`src/rtl/port_a_input.sv`:
```
// Debounced 8-bit input port with per-bit change flags (PORTA / IOCF) exposed
// in the CPU file-register space.
module port_a_input #(
  parameter int unsigned DEBOUNCE_CYCLES = 4,
  parameter logic [6:0]  PORT_ADDR       = 7'h05,
  parameter logic [6:0]  IOCF_ADDR       = 7'h09
) (
  input  logic       clk,
  input  logic       reset,
  input  logic [7:0] pin_in,
  input  logic [6:0] addr,
  input  logic       wr_en,
  input  logic [7:0] wr_data,
  output logic       rd_hit,
  output logic [7:0] rd_data,
  output logic [7:0] port_a_q,
  output logic [7:0] iocf_q,
  output logic       ioc_pending
);

  localparam int unsigned CW = $clog2(DEBOUNCE_CYCLES + 1);
  localparam logic [CW-1:0] CNT_LAST = CW'(DEBOUNCE_CYCLES - 1);

  logic [7:0]    sync1;
  logic [7:0]    sync2;
  logic [7:0]    chg;
  logic [7:0]    iocf_next;
  logic          iocf_wr;
  logic [CW-1:0] cnt [8];

  always_ff @(posedge clk) begin
    if (reset) begin
      sync1 <= '0;
      sync2 <= '0;
    end else begin
      sync1 <= pin_in;
      sync2 <= sync1;
    end
  end

  // A bit is accepted on the sample that completes DEBOUNCE_CYCLES differing samples.
  always_comb begin
    chg = '0;
    for (int unsigned i = 0; i < 8; i++) begin
      chg[i] = (sync2[i] != port_a_q[i]) && (cnt[i] == CNT_LAST);
    end
  end

  always_ff @(posedge clk) begin
    if (reset) begin
      port_a_q <= '0;
      for (int unsigned i = 0; i < 8; i++) begin
        cnt[i] <= '0;
      end
    end else begin
      for (int unsigned i = 0; i < 8; i++) begin
        if (sync2[i] == port_a_q[i]) begin
          cnt[i] <= '0;
        end else if (chg[i]) begin
          port_a_q[i] <= sync2[i];
          cnt[i]      <= '0;
        end else begin
          cnt[i] <= cnt[i] + CW'(1);
        end
      end
    end
  end

  // A change flag set wins over a simultaneous firmware write of 0.
  always_comb begin
    iocf_wr   = wr_en && (addr == IOCF_ADDR);
    iocf_next = chg | (iocf_wr ? wr_data : iocf_q);
  end

  always_ff @(posedge clk) begin
    if (reset) begin
      iocf_q <= '0;
    end else begin
      iocf_q <= iocf_next;
    end
  end

  always_comb begin
    rd_hit  = (addr == PORT_ADDR) || (addr == IOCF_ADDR);
    rd_data = '0;
    if (addr == PORT_ADDR) begin
      rd_data = port_a_q;
    end else if (addr == IOCF_ADDR) begin
      rd_data = iocf_q;
    end
  end

  assign ioc_pending = |iocf_q;

endmodule

```
`config.mk`:
```
export PLATFORM = sky130hd
export DESIGN_NAME = port_a_input
export DESIGN_NICKNAME = d
export VERILOG_FILES = /design/src/rtl/port_a_input.sv
export SDC_FILE = /design/constraint.sdc
export NUM_CORES = 1
export LEC_CHECK = 0
export ABC_AREA = 0
export BUFFER_PORTS_ARGS = -buffer_cell sky130_fd_sc_hd__buf_2
export CORE_MARGIN = 1
export CORE_UTILIZATION = 35
export DETAILED_ROUTE_END_ITERATION = 16
export SYNTH_ARGS = -nofsm -noshare
export SYNTH_HDL_FRONTEND = slang
export SYNTH_SLANG_ARGS = --single-unit
```
`constraint.sdc`:
```
create_clock -name clk -period 1.3 [get_ports clk]
set_input_delay 0.065 -clock clk [delete_from_list [all_inputs] [get_ports clk]]
set_output_delay 0.065 -clock clk [all_outputs]
set_load 0.02 [all_outputs]
```
==> summary.md <==
| Metric | Value |
|---|---|
| Final wirelength | 5178 um |
| Setup crit start kind | flip-flop |
| Area of the mapped netlist | 2542 sq um |
| Status | complete, but fails checks |
| Final period utilization | 108.2% |
| Num rows | 30 |
| Final slew viol count | 0 |
| Antenna Cells | 0 |
| Router iterations before antenna repair | 4 |
| Nets@finish | 389 |
| Pin count of the biggest net entering global routing | 49 |
| Type of the worst min-delay path | input port to flip-flop |
| Vias per cell | 4.428 |
| Logic pwr share | 11.2% |
| Peak VDD IR | 399.1 uV |
| Sequential fraction of the synthesis area | 53.54% |
| Worst R2R Setup Slack | -0.11 ns |
| Failing checks | negative setup slack |
| Synth warn | 0 |
| DRC viols | 0 |
| GR Util met2 | 23.98% |
| Mean area per synthesized cell | 11.01 sq um |
| Clock sinks | 56 |
| First-pass GRT wire length | 8349 um |
| Clock power frac | 29.9% |
| Post-Layout Cell Count | 444 |
| Global route hottest layer | met2 |
| Post-synth cell types | 26 |
| Starting density of the core | 36.81% |
| Crit Path Max Fanout | 3 |
| Clock tree from TritonCTS | built |
| DR iter-0 viols | 78 |
| Flop pwr share | 58.9% |
| Crit path kind | flip-flop to flip-flop |
| Fin. Hold Viols | 0 |
| M3 GR Usage | 3.128% |
| Routed length per instance | 11.66 um |
| #FFs+latches synth | 56 |
| Initial antenna violation count | 0 |
| Switch share | 22.53% |
| Layout cells sized above 1 | 41.95% |
| Clk slew on worst S/H paths | 0.09 ns |
| Fillers | 672 |
| Cell accounting for the most synthesized area | edfxtp_1 |
| Die width | 87.23 um |
| Internal power | 2.524 mW |
| Multi-input logic area | 1340 sq um |
| GPL Wtd Cong | 0.6927 |
| Die area | 7609 sq um |
| Gate Count Post-Synth | 231 |
| Synth top area cells | edfxtp_1 28%, dfxtp_1 25%, ha_1 7.9%, nor2_1 5.9%, nor2b_1 4.4% |
| Worst Clk Skew | 0.003874 ns |
| CP arrival | 1.57 ns |
| Number of port buffers | 51 |
| Finish-stage setup viols | 25 |
| All-Layer GR Usage | 14.64% |
| GR Layer Usage met1 | 18.69% |
| DR vias | 1,966 |
| Power per standard cell area | 889.5 nW/um^2 |
| Pre-CTS setup slack | -0.08346 ns |
| Fin crit period | 1.407 ns |
| Vert. Die Dim | 87.23 um |
| Cts bufs inserted | 5 |
| Highest clock rate | 710.6 MHz |
| Clock root buffer | clkbuf_8 |
| Pleak | 1.598 nW |
| CP Data Required Time | 1.46 ns |
| Core area | 6907 sq um |
| CP Capture Type | flip-flop |
| Register Area | 1368 sq um |
| Post-DRT Antenna Nets | 0 |
| RSZ-0062 raised after global routing | yes |
| Top cell type's share of synthesized area | 28.35% |
| Via count of the first global-routing pass | 1,845 |
| Clk buf depth | 2 |
| Final worst slack | -0.1072 ns |
| H-tree lvl count | 2 |
| Setup TNS Final | -1.910 ns |
| GR Overflow Total | 0 |
| Top Ports | 52 |
| Psw | 0.7341 mW |
| Maxcap violations | 0 |
| P&R area growth vs syn | 44.05% |
| Placed insts | 422 |
| Hpwl dp | 3710 um |
| Skew-Pair Late Insertion Delay | 0.30 ns |
==> cells by family after synthesis <==
group | synth area share [%]
AOI/OAI and AO/OA | 5.758
buffers and inverters | 5.660
adders and majority gates | 7.874
xor gates and xnor gates | 2.756
muxes | 3.150
DFF | 53.54
other | 0.1475
and+or+nand+nor | 21.11
==> final timing paths <==
kind	from	endpoint	cells after the start
max	cnt[0][3]	cnt[0][3]	4
min	wr_data[7]	iocf_q[7]	3
max reg2reg	cnt[0][3]	cnt[0][3]	4
min reg2reg	sync1[5]	sync2[5]	1
==> power by group through the flow <==
stage                     sequential (mW)  clock (mW)  combinational [mW]
after floorplan                      1.96           0               0.177
after global placement               1.96           0               0.304
after detailed placement             1.96           0               0.310
after CTS                            1.92        1.02               0.338
after global routing                 1.93        1.09               0.408
final                                1.92       0.975               0.364
==> metal layers <==
layer	share of wire [%]	wire length, um
met3	4.1	212
met1	48	2483
met5	0	0
met4	1.7	88
met2	46	2393
==> stage by stage <==
step                      power (mW)  hold WS (ns)  cell area, sq um  utilization [%]
after floorplan                2.138        0.1932              2769                -
after global placement         2.263        0.2760              3343            48.41
after detailed placement       2.271        0.2767              3343            48.41
after CTS                      3.280       0.01504              3547            51.36
after global routing           3.425       0.02276              3662            53.03
final                          3.258       0.02564              3662            53.03
==> cells in the mapped netlist, drive strengths merged <==
library cell,instances
ha,16
nand4b,8
a22oi,8
dfxtp,32
clkbuf,8
nand2,1
nand3b,8
xor2,8
inv,24
buf,3
nor2b,18
edfxtp,24
or4,1
nor4b,1
o311ai,8
mux2i,8
nand2b,1
and2,1
or3b,8
conb,1
nor2,40
o21ba,1
nor4,2
nor4bb,1
==> cells in the final DEF (no fill, tap or decap), types with 2 or more instances in the layout <==
cell type	n
edfxtp_1	24
or3b_4	8
dfxtp_1	29
clkbuf_8	6
buf_4	38
ha_4	8
conb_1	24
buf_2	47
clkbuf_1	2
ha_2	8
nand4b_1	8
dlygate4sd3_1	8
a22oi_1	7
xor2_1	8
buf_6	3
o311ai_1	8
nor2b_1	18
mux2i_1	8
inv_1	24
nand3b_1	8
nor2_2	16
dfxtp_2	2
nor2_1	23
==> layout make-up <==
class,instances,share of cell area [%]
clock buffers,8,2.460
inverters,24,2.460
flip-flops and latches,56,37.34
multi-input cells,163,36.59
repair buffers,97,17.87
well taps,96,3.280
==> what timing repair did <==
action / CTS / global route
endpoints found under the setup margin: 25 / 29
hold endpoints to repair: 8 / 0
setup buffers: 3 / 3
hold buffers: 8 / 0
resized for setup: 3 / 31
pin swaps: 1 / 8
==> worst max-delay path, stage by stage (launching register included) <==
cell,delay (ns)
edfxtp_1,0.40
ha_2,0.22
ha_4,0.15
or3b_4,0.41
nor2_1,0.10
==> flip-flops by register name, indices dropped and copies added, names as in the netlist <==
name	cells
cnt	24
iocf_q	8
port_a_q	8
sync1	8
sync2	8
(Power assumes the default switching activity.)
